**config.mk**
```make
export PLATFORM = sky130hd
export DESIGN_NAME = rf_wb_arb
export DESIGN_NICKNAME = d
export VERILOG_FILES = /design/src/rtl/rf_wb_arb.sv
export SDC_FILE = /design/constraint.sdc
export NUM_CORES = 1
export LEC_CHECK = 0
export CELL_PAD_IN_SITES_DETAIL_PLACEMENT = 0
export CELL_PAD_IN_SITES_GLOBAL_PLACEMENT = 2
export CORE_ASPECT_RATIO = 0.8
export CORE_MARGIN = 2
export CORE_UTILIZATION = 44
export DETAILED_ROUTE_END_ITERATION = 16
export DONT_BUFFER_PORTS = 1
export PLACE_DENSITY_LB_ADDON = 0.08
export SLEW_MARGIN = 20
export SYNTH_ARGS = -nofsm -noshare
export SYNTH_HDL_FRONTEND = slang
export SYNTH_SLANG_ARGS = --single-unit
export TNS_END_PERCENT = 5
```
**constraint.sdc**
```tcl
create_clock -name clk -period 3.6 [get_ports clk]
set_clock_uncertainty 0.2 [all_clocks]
set_input_delay 0.54 -clock clk [delete_from_list [all_inputs] [get_ports clk]]
set_output_delay 0.54 -clock clk [all_outputs]
set_load 0.02 [all_outputs]
```
**src/rtl/rf_wb_arb.sv**
```systemverilog
// Write-back arbiter owning the single RF write port: pipeline write-back wins,
// long-latency results queue in a small FIFO, and a per-GPR busy scoreboard
// tracks pending destinations. Define RF_WB_FWD_EN to add write-port forwarding outputs.
module rf_wb_arb #(
  parameter int XLEN  = 32,
  parameter int DEPTH = 4
) (
  input  logic            clk,
  input  logic            rst,
  input  logic            pipe_wen,
  input  logic [4:0]      pipe_rd_addr,
  input  logic [XLEN-1:0] pipe_rd_data,
  input  logic            lat_valid,
  output logic            lat_ready,
  input  logic [4:0]      lat_rd_addr,
  input  logic [XLEN-1:0] lat_rd_data,
  input  logic            sb_set,
  input  logic [4:0]      sb_set_addr,
  input  logic [4:0]      rs1_addr,
  input  logic [4:0]      rs2_addr,
  output logic            rs1_busy,
  output logic            rs2_busy,
  output logic            rf_wen,
  output logic [4:0]      rf_rd_addr,
  output logic [XLEN-1:0] rf_rd_data,
`ifdef RF_WB_FWD_EN
  output logic            rs1_fwd_valid,
  output logic            rs2_fwd_valid,
  output logic [XLEN-1:0] rs1_fwd_data,
  output logic [XLEN-1:0] rs2_fwd_data,
`endif
  output logic            err_waw
);

  localparam int PW = $clog2(DEPTH);
  localparam int CW = PW + 1;

  logic [4:0]      q_addr [DEPTH];
  logic [XLEN-1:0] q_data [DEPTH];
  logic [PW-1:0]   wr_ptr;
  logic [PW-1:0]   rd_ptr;
  logic [CW-1:0]   count;
  logic [31:0]     busy;
  logic [31:0]     busy_next;

  logic full;
  logic empty;
  logic xfer;
  logic pop;
  logic bypass;
  logic push;
  logic clr_en;
  logic [4:0] clr_addr;

  assign full      = (count == CW'(DEPTH));
  assign empty     = (count == '0);
  assign lat_ready = !full;
  assign xfer      = lat_valid && lat_ready;
  assign pop       = !pipe_wen && !empty;
  assign bypass    = !pipe_wen && empty && xfer;
  assign push      = xfer && !bypass;
  assign clr_en    = pop || bypass;
  assign clr_addr  = pop ? q_addr[rd_ptr] : lat_rd_addr;

  // Clear first so a same-cycle set of the same register wins; x0 never goes busy.
  always_comb begin
    busy_next = busy;
    if (clr_en) busy_next[clr_addr] = 1'b0;
    if (sb_set && sb_set_addr != 5'd0) busy_next[sb_set_addr] = 1'b1;
    busy_next[0] = 1'b0;
  end

  assign rs1_busy = busy[rs1_addr];
  assign rs2_busy = busy[rs2_addr];

  always_ff @(posedge clk) begin
    if (push) begin
      q_addr[wr_ptr] <= lat_rd_addr;
      q_data[wr_ptr] <= lat_rd_data;
    end
  end

  always_ff @(posedge clk) begin
    if (rst) begin
      wr_ptr <= '0;
      rd_ptr <= '0;
      count  <= '0;
    end else begin
      if (push) wr_ptr <= wr_ptr + 1'b1;
      if (pop)  rd_ptr <= rd_ptr + 1'b1;
      case ({push, pop})
        2'b10:   count <= count + 1'b1;
        2'b01:   count <= count - 1'b1;
        default: count <= count;
      endcase
    end
  end

  always_ff @(posedge clk) begin
    if (rst) begin
      rf_wen     <= 1'b0;
      rf_rd_addr <= '0;
      rf_rd_data <= '0;
      busy       <= '0;
      err_waw    <= 1'b0;
    end else begin
      busy <= busy_next;
      if (pipe_wen && pipe_rd_addr != 5'd0 && busy[pipe_rd_addr]) err_waw <= 1'b1;
      if (pipe_wen) begin
        rf_wen     <= 1'b1;
        rf_rd_addr <= pipe_rd_addr;
        rf_rd_data <= pipe_rd_data;
      end else if (pop) begin
        rf_wen     <= 1'b1;
        rf_rd_addr <= q_addr[rd_ptr];
        rf_rd_data <= q_data[rd_ptr];
      end else if (bypass) begin
        rf_wen     <= 1'b1;
        rf_rd_addr <= lat_rd_addr;
        rf_rd_data <= lat_rd_data;
      end else begin
        rf_wen <= 1'b0;
      end
    end
  end

`ifdef RF_WB_FWD_EN
  // Bridges the cycle between busy dropping and the RF array holding the value.
  assign rs1_fwd_valid = rf_wen && (rf_rd_addr == rs1_addr) && (rs1_addr != 5'd0);
  assign rs2_fwd_valid = rf_wen && (rf_rd_addr == rs2_addr) && (rs2_addr != 5'd0);
  assign rs1_fwd_data  = rf_rd_data;
  assign rs2_fwd_data  = rf_rd_data;
`endif

endmodule

```
==> results of run 1 <==
[worst reg2reg max path, delay by kind of cell (launching register included)]
kind,cells,cell delay [ps]
flops,1,390
buf+inv,2,160
compound gates,2,400
fa+ha+maj,2,550
xor+xnor,1,160
simple gates,2,860
[metrics by stage]
stage          cells  total power, W  instance area, sq um  hold slack (ps)  setup slack [ps]
2_1_floorplan    777         0.00500                 10200              269               757
6_report        1118         0.00817                 11800             28.4               662
3_3_place_gp    1030         0.00548                 10400              284               902
3_5_place_dp    1030         0.00552                 10400              311               833
4_1_cts         1117         0.00823                 11700             6.71               646
5_1_grt         1118         0.00853                 11800             11.1               615
[cells by family after synthesis]
logic type / count (synthesis)
AOI/OAI and AO/OA: 166
xor gates and xnor gates: 5
adders and majority gates: 6
buffers and inverters: 76
DFF: 227
muxes: 69
and+or+nand+nor: 228
[flip-flops by register name (all words and copies together) (netlist names), 2 cells and up, named ones only]
register,flops
count,3
wr_ptr,2
q_addr,20
rf_rd_data,32
rf_rd_addr,5
q_data,128
busy,31
rd_ptr,2
[power groups by stage]
stage	clock, W	sequential (W)	combinational [W]
6_report	0.00264	0.00351	0.00201
5_1_grt	0.00279	0.00355	0.00219
4_1_cts	0.00268	0.00352	0.00203
3_5_place_dp	0	0.00357	0.00194
3_3_place_gp	0	0.00356	0.00192
2_1_floorplan	0	0.00345	0.00155
[cells in the mapped netlist, types with 14 or more instances]
cell,instances,area share (%)
a21oi_1,43,2.1
dfxtp_1,79,15
edfxtp_1,148,43
a22oi_1,35,2.6
o2111ai_1,33,2.8
inv_1,14,0.51
buf_2,15,0.73
nand3_1,98,4.8
nor2_1,18,0.66
a21o_1,33,2.4
mux4_2,62,14
nand2_1,75,2.8
clkbuf_1,37,1.4
[worst paths after layout]
kind | slack [ps] | from | endpoint | depth (start not counted)
max | 660 | busy[31] | rs1_busy | 3
min | 30 | pipe_rd_addr[2] | err_waw | 2
max reg2reg | 810 | count[2] | count[2] | 9
min reg2reg | 320 | wr_ptr[1] | wr_ptr[1] | 2
[area by class of cell]
type / instances / area share [%]
Sequential cell: 227 / 51.3
Multi-Input combinational cell: 474 / 33.2
Clock buffer: 32 / 5.98
Timing Repair Buffer: 52 / 4.47
Tap cell: 306 / 3.26
Clock inverter: 13 / 1.35
Inverter: 14 / 0.447
[cell usage in the layout (no fill, tap or decap), drive strengths merged, types with 8 or more instances in the layout]
cell type    instances
a21o                33
o211ai               8
nand3               98
dlygate4sd3         41
clkbuf              32
edfxtp             148
a22oi               35
nand2               75
a21oi               43
inv                 14
dfxtp               79
o2111ai             33
mux4                62
nor2                18
buf                 11
[layer usage]
layer  vias to the layer above  share of wire, %  track usage, %
li1                       3101                 -               -
met1                      3551                43            30.8
met2                       257                48            36.9
met3                        45               6.7            5.10
met4                         0               2.1            6.10
met5                         -                 0               0
[timing repair]
action / 4_1_cts / 5_1_grt
hold buffers: 42 / 0
setup endpoints to repair: 0 / 0
endpoints found under the hold margin: 196 / 0
setup buffers: 0 / 0
==> flow_metrics.env, run 1 <==
export IMPL_final_hold_violation_count=0
export IMPL_synth_simple_area_share_pct=10.6
export IMPL_holdCritPathClass="in -> reg"
export IMPL_numCtsBuffers=25
export IMPL_unrepaired_setup_endpoints_after_global_routing="false"
export IMPL_worst_setup_path_type="reg -> out"
export IMPL_peakVddDrop_mv=0.421
export IMPL_io_buffer_count=0
export IMPL_maxSlewHeadroom_pct=23.4
export IMPL_max_cap_violations=0
export IMPL_detail_route_vias_per_cell=6.22
export IMPL_resized_after_cts=0
export IMPL_floorplan_initialDensity_pct=45.2
export IMPL_worstPathBufferInverterCount=0
export IMPL_grt_first_pass_wirelength_um=42300
export IMPL_timing_critical_path_max_delay_family="multiplexers"
export IMPL_synthesis_area_sq_mm=0.0102
export IMPL_critical_path_startpoint_type="register"
export IMPL_clkLatencyLatePin_ps=520
export IMPL_design_core_area_sq_mm=0.0226
export IMPL_wl_um=27900
export IMPL_clkSlewWorstSetupHoldPaths_ps=60
export IMPL_finalMaxSlewViolations=0
export IMPL_avgSynthCellArea_sq_um=13.1
export IMPL_grt_pass1_vias=7132
export IMPL_timing_critical_path_to_type="output port"
export IMPL_ctsRootBufferMaster="clkbuf_16"
export IMPL_synth_seq_area_share_pct=59.0
export IMPL_synth_seq_cells=227
export IMPL_multi_input_logic_area_sq_mm=0.00390
export IMPL_ys_async_sr_fraction_pct=0
export IMPL_number_of_warning_messages_in_the_yosys_log=0
export IMPL_critical_path_s_most_frequent_cell="mux4_2"
export IMPL_worstMarginPinSlew_ps=1130
export IMPL_synthMuxAreaShare_pct=14.4
export IMPL_antenna_found_initial=0
export IMPL_htreeDepth=1
export IMPL_path_cells="mux4_2 > mux4_2 > mux2_2"
export IMPL_comb_power_share_pct=24.6
export IMPL_wire_per_inst_um=25.0
export IMPL_swShare_pct=31.7
export IMPL_final_setup_viol_count=0
export IMPL_global_route_overflow_total=0
export IMPL_boundaryPins=136
export IMPL_via_count=6954
export IMPL_power_report_internal_total_w=0.00558
export IMPL_net_switching_power_w=0.00259
export IMPL_clock_power_share_pct=32.3
export IMPL_flow_area_growth_from_synthesis_pct=15.0
export IMPL_nFillCells=1894
export IMPL_synth_fp_nets=877
export IMPL_clock_path_buffers=3
export IMPL_postSynth_topFlopCell="edfxtp_1"
export IMPL_floorplan_die_area_sq_mm=0.0245
export IMPL_layout_drive_gt1_share_pct=16.0
export IMPL_p_leak_nw=3.89
export IMPL_gp_routability_congestion=0.794
export IMPL_combinational_family_with_the_most_area_after_synthesis="multiplexers"
export IMPL_die_y_um=140
export IMPL_dr_pass1_iters=5
export IMPL_synth_area_in_compound_gates_pct=11.6
export IMPL_worstPathArrival_ps=2200
export IMPL_final_period_minus_worst_setup_slack_ps=2940
export IMPL_num_rows=49
export IMPL_finish_utilization_pct=52.0
export IMPL_fmax_ghz=0.340
export IMPL_tritoncts="built"
export IMPL_postRouteAntennaNets=0
export IMPL_post_synth_xor_area_fraction_pct=0.429
export IMPL_register_share_of_total_power_pct=43.0
export IMPL_cpPeakStageDelay_ps=490
export IMPL_critPathRequiredTime_ps=2860
export IMPL_synth_edf_count=148
export IMPL_critical_path_max_fanout=5
export IMPL_post_synth_inst_count=777
export IMPL_synth_lib_cells_used_distinct=44
export IMPL_setup_total_negative_slack_ps=0
export IMPL_status="complete, no violations"
export IMPL_synth_adder_area_share_pct=0.808
export IMPL_fp_dieW_um=174
export IMPL_detail_route_drc_violations=0
export IMPL_sink_count=227
export IMPL_min_period_over_period_pct=81.6
export IMPL_power_density_mw_per_mm2=695
export IMPL_gr_usage_all_layers_pct=22.6
export IMPL_initialDrtViolationCount=523
export IMPL_antenna_cells_inserted=0
export IMPL_fin_nets=894
export IMPL_grt_max_degree=74
export IMPL_cpMaxStageDelayCell="mux4_2"
export IMPL_regArea_sq_mm=0.00603
export IMPL_dp_final_hpwl_um=16700
(Power assumes the default switching activity.)
==> run 2, diff against run 1 <==
Settings changed: CORE_UTILIZATION 44 to 39.
Clock period 3.6 ns to 2.55 ns, I/O delays scaled along.
==> flow_metrics.env, run 2 (synthesis gave the netlist of run 1 again) <==
export IMPL_final_cell_count_no_fill=1229
export IMPL_fp_dieW_um=185
export IMPL_postRouteAntennaNets=0
export IMPL_via_count=7263
export IMPL_ctsRootBufferMaster="clkbuf_16"
export IMPL_cpMaxStageDelayCell="mux4_2"
export IMPL_critPathRequiredTime_ps=1970
export IMPL_numCtsBuffers=24
export IMPL_dp_final_hpwl_um=17400
export IMPL_largest_registers="q_data: 128 flops, rf_rd_data: 32 flops, busy: 31 flops"
export IMPL_htreeDepth=1
export IMPL_num_rows=52
export IMPL_clkSlewWorstSetupHoldPaths_ps=60
export IMPL_io_buffer_count=0
export IMPL_die_y_um=149
export IMPL_detail_route_vias_per_cell=5.91
export IMPL_global_route_overflow_total=0
export IMPL_critical_path_s_most_frequent_cell="mux4_2"
export IMPL_failing_checks="negative setup slack"
export IMPL_holdCritPathClass="in -> reg"
export IMPL_fin_nets=960
export IMPL_floorplan_die_area_sq_mm=0.0275
export IMPL_worst_reg2reg_path_length_in_cells=9
export IMPL_max_cap_violations=0
export IMPL_stdcell_area_sq_mm=0.0124
export IMPL_peakVddDrop_mv=0.545
export IMPL_final_hold_violation_count=0
export IMPL_floorplan_initialDensity_pct=40.1
export IMPL_power_density_mw_per_mm2=925
export IMPL_timing_critical_path_to_type="output port"
export IMPL_setup_total_negative_slack_ps=-448
export IMPL_placed_cells=1097
export IMPL_wire_per_inst_um=24.1
export IMPL_sink_count=227
export IMPL_antenna_found_initial=0
export IMPL_dr_pass1_iters=5
export IMPL_wl_um=29700
export IMPL_grt_max_degree=74
export IMPL_largest_register_ff_count=128
export IMPL_tritoncts="built"
export IMPL_clock_path_buffers=3
export IMPL_cpPeakStageDelay_ps=510
export IMPL_status="complete, but fails checks"
export IMPL_grt_first_pass_wirelength_um=45300
export IMPL_worst_setup_path_type="reg -> out"
export IMPL_worstPathArrival_ps=2170
export IMPL_layout_common_cells="edfxtp_1 (148), nand3_1 (98), dlygate4sd3_1 (83), nand2_1 (75), dfxtp_1 (63)"
export IMPL_finalMaxSlewViolations=0
export IMPL_worstMarginPinSlew_ps=608
export IMPL_antenna_cells_inserted=0
export IMPL_clkLatencyLatePin_ps=520
export IMPL_detail_route_drc_violations=0
export IMPL_boundaryPins=136
export IMPL_p_leak_nw=4.17
export IMPL_final_period_minus_worst_setup_slack_ps=2760
export IMPL_min_period_over_period_pct=108
export IMPL_worstHoldPathCells=3
export IMPL_layout_drive_gt1_share_pct=18.2
export IMPL_grt_pass1_vias=7394
export IMPL_flow_area_growth_from_synthesis_pct=21.5
export IMPL_design_core_area_sq_mm=0.0255
export IMPL_placement_cell_area_sq_mm=0.0107
export IMPL_final_setup_viol_count=3
export IMPL_layout_commonest_cell="edfxtp_1"
export IMPL_initialDrtViolationCount=527
export IMPL_critical_path_startpoint_type="register"
export IMPL_final_setup_worst_slack_ps=-207
export IMPL_unrepaired_setup_endpoints_after_global_routing="true"
export IMPL_maxSlewHeadroom_pct=59.4
export IMPL_path_cells="mux4_2 > mux4_2 > mux2_4"
export IMPL_gp_routability_congestion=0.876
export IMPL_fmax_ghz=0.363
export IMPL_finalHoldWorstSlack_ps=8.43
export IMPL_gr_usage_all_layers_pct=21.9
export IMPL_critical_path_max_fanout=4
export IMPL_largest_register="q_data"
==> run 2: cell types whose count changed in the layout (fill, tap and decap cells not counted), moves of 5 or more <==
cell	change
dlygate4sd3_1	+42
buf_12	+5
buf_4	+19
clkbuf_1	+6
dfxtp_2	+13
dfxtp_1	-14
==> run 2: worst max-delay path, delay by kind of cell (launching register included) <==
| kind | cells | cell delay [ps] |
|---|---|---|
| DFF | 1 | 350 |
| muxes | 3 | 1310 |
==> run 2: final cells by class <==
cell class | count | area (sq um)
flip-flops and latches | 227 | 6050
clock inverters | 8 | 63.8
inverters | 14 | 52.6
multi-input cells | 474 | 3910
clock buffers | 36 | 687
repair buffers | 119 | 1220
fillers | 2320 | 13100
well taps | 351 | 439
==> run 2: what timing repair did <==
item / in CTS / in global routing
cloned: 0 / 0
hold buffers: 86 / 0
pin swaps: 0 / 1
gates resized for setup: 7 / 12
setup endpoints to repair: 3 / 4
hold endpoints to repair: 215 / 0
buffers inserted: 2 / 0
==> run 2: metal layers <==
metal	vias up	part of all wire (%)	global-route usage (%)
met1	3742	45	31.0
met2	257	46	34.7
li1	3225	-	-
met5	-	0	0
met4	0	1.8	5.24
met3	39	7.1	4.59
==> run 2: worst paths after layout <==
path | startpoint | to | slack, ps
max reg2reg | count[0] | count[2] | -60
min reg2reg | wr_ptr[1] | wr_ptr[1] | 310
max | busy[31] | rs1_busy | -210
min | lat_valid | rf_rd_addr[2] | 8
==> run 2: metrics by stage <==
stage	setup slack [ps]	util (%)	power [W]
after global placement	34.0	42.0	0.00795
after floorplan	-136	-	0.00705
after CTS	-219	48.6	0.0116
after detailed placement	-56.3	42.0	0.00801
after global routing	-236	48.7	0.0121
final	-207	48.7	0.0115
==> run 2: power by group <==
| part | internal [W] | switching [W] | total [W] |
|---|---|---|---|
| sequential | 0.00447 | 0.000441 | 0.00492 |
| combinational | 0.00138 | 0.00185 | 0.00323 |
| clock | 0.00196 | 0.00138 | 0.00334 |
==> run 3, diff against run 2 <==
Settings changed: HOLD_SLACK_MARGIN from default to 0.12.
==> flow_metrics.env, run 3 (synthesis gave the netlist of run 1 again) <==
export IMPL_die_y_um=149
export IMPL_power_density_mw_per_mm2=921
export IMPL_clkSlewWorstSetupHoldPaths_ps=60
export IMPL_placed_cells=1097
export IMPL_floorplan_initialDensity_pct=40.1
export IMPL_floorplan_die_area_sq_mm=0.0275
export IMPL_detail_route_vias_per_cell=5.92
export IMPL_holdCritPathClass="in -> reg"
export IMPL_worstPathArrival_ps=2170
export IMPL_antenna_cells_inserted=0
export IMPL_gr_usage_all_layers_pct=22.0
export IMPL_layout_drive_gt1_share_pct=18.1
export IMPL_largest_registers="q_data: 128 flops, rf_rd_data: 32 flops, busy: 31 flops"
export IMPL_stdcell_area_sq_mm=0.0125
export IMPL_tritoncts="built"
export IMPL_via_count=7306
export IMPL_sink_count=227
export IMPL_comb_power_share_pct=28.2
export IMPL_htreeDepth=1
export IMPL_worst_setup_path_type="reg -> out"
export IMPL_max_cap_violations=0
export IMPL_global_route_overflow_total=0
export IMPL_wire_per_inst_um=24.0
export IMPL_unrepaired_setup_endpoints_after_global_routing="true"
export IMPL_grt_first_pass_wirelength_um=45500
export IMPL_clock_path_buffers=3
export IMPL_initialDrtViolationCount=658
export IMPL_clkLatencyLatePin_ps=510
export IMPL_fin_nets=966
export IMPL_net_switching_power_w=0.00367
export IMPL_slack_of_the_worst_reg_to_reg_path_ps=-60
export IMPL_design_core_area_sq_mm=0.0255
export IMPL_layout_commonest_cell="edfxtp_1"
export IMPL_ctsRootBufferMaster="clkbuf_16"
export IMPL_pwr_total_w=0.0115
export IMPL_antenna_found_initial=0
export IMPL_num_rows=52
export IMPL_wl_um=29700
export IMPL_critical_path_max_fanout=4
export IMPL_clock_power_share_pct=29.0
export IMPL_dr_pass1_iters=5
export IMPL_critPathRequiredTime_ps=1970
export IMPL_io_buffer_count=0
export IMPL_fp_dieW_um=185
export IMPL_largest_register_ff_count=128
export IMPL_grt_pass1_vias=7421
export IMPL_flow_area_growth_from_synthesis_pct=22.1
export IMPL_min_period_over_period_pct=108
export IMPL_final_setup_worst_slack_ps=-199
export IMPL_swShare_pct=31.9
export IMPL_power_report_internal_total_w=0.00782
export IMPL_final_setup_viol_count=3
export IMPL_status="complete, but fails checks"
export IMPL_largest_register="q_data"
export IMPL_numCtsBuffers=24
export IMPL_grt_max_degree=80
export IMPL_fmax_ghz=0.364
export IMPL_p_leak_nw=4.19
export IMPL_maxSlewHeadroom_pct=41.4
export IMPL_postRouteAntennaNets=0
export IMPL_final_cell_count_no_fill=1235
export IMPL_timing_critical_path_to_type="output port"
export IMPL_worstMarginPinSlew_ps=875
export IMPL_final_period_minus_worst_setup_slack_ps=2750
export IMPL_register_share_of_total_power_pct=42.8
export IMPL_boundaryPins=136
export IMPL_finalMaxSlewViolations=0
export IMPL_finalHoldWorstSlack_ps=122
export IMPL_layout_common_cells="edfxtp_1 (148), nand3_1 (98), dlygate4sd3_1 (89), nand2_1 (75), dfxtp_1 (63)"
export IMPL_critical_path_startpoint_type="register"
export IMPL_pre_cts_slack_ps=-56.3
export IMPL_detail_route_drc_violations=0
export IMPL_dp_final_hpwl_um=17400
export IMPL_placement_cell_area_sq_mm=0.0107
export IMPL_failing_checks="negative setup slack"
export IMPL_peakVddDrop_mv=0.546
export IMPL_gp_routability_congestion=0.876
export IMPL_final_hold_violation_count=0
==> run 3: cell types whose count changed in the layout (fill, tap and decap cells not counted), sizes merged <==
cell         previous run  this run
dlygate4sd3            83        89
==> run 3: through the flow <==
stage	TNS (ps)	utilization (%)
2_1_floorplan	-10070	-
3_3_place_gp	0	42.0
3_5_place_dp	-56.3	42.0
4_1_cts	-502	48.8
5_1_grt	-659	48.9
6_report	-433	48.9
==> run 3: critical path, cell delays in order, from the launching register on <==
cell     delay (ps)
dfxtp_4         350
mux4_2          480
mux4_2          510
mux2_4          320
==> run 3: metal layers <==
| metal | track usage [%] | wire length [um] | vias to the layer above |
|---|---|---|---|
| met3 | 4.88 | 2090 | 38 |
| met1 | 31.0 | 13200 | 3762 |
| met4 | 5.32 | 554 | 0 |
| met2 | 34.8 | 13800 | 267 |
| met5 | 0 | 0 | - |
| li1 | - | - | 3239 |
==> run 3: power groups by stage <==
stage	clock (W)	sequential [W]	combinational, W
floorplan	0	0.00486	0.00219
global placement	0	0.00495	0.00300
detailed placement	0	0.00498	0.00302
CTS	0.00342	0.00491	0.00328
global route	0.00358	0.00497	0.00353
finish	0.00333	0.00492	0.00324
==> run 3: what timing repair did <==
action / in CTS / in global routing
gates resized for setup: 7 / 11
pin swaps: 0 / 1
setup buffers: 2 / 0
hold endpoints to repair: 227 / 0
hold buffers: 92 / 0
endpoints found under the setup margin: 3 / 3
==> run 3: final timing paths <==
kind              from             to  cells past startpoint
max           busy[31]       rs1_busy                      3
min          lat_valid  rf_rd_addr[0]                      4
max reg2reg   count[0]       count[2]                      9
min reg2reg  wr_ptr[1]      wr_ptr[1]                      2
==> run 3: cell type report <==
class / instances / area [sq um]
Fill cell: 2319 / 13000
Clock buffer: 36 / 687
Clock inverter: 8 / 63.8
Sequential cell: 227 / 6050
Inverter: 14 / 52.6
Tap cell: 351 / 439
Multi-Input combinational cell: 474 / 3900
Timing Repair Buffer: 125 / 1280
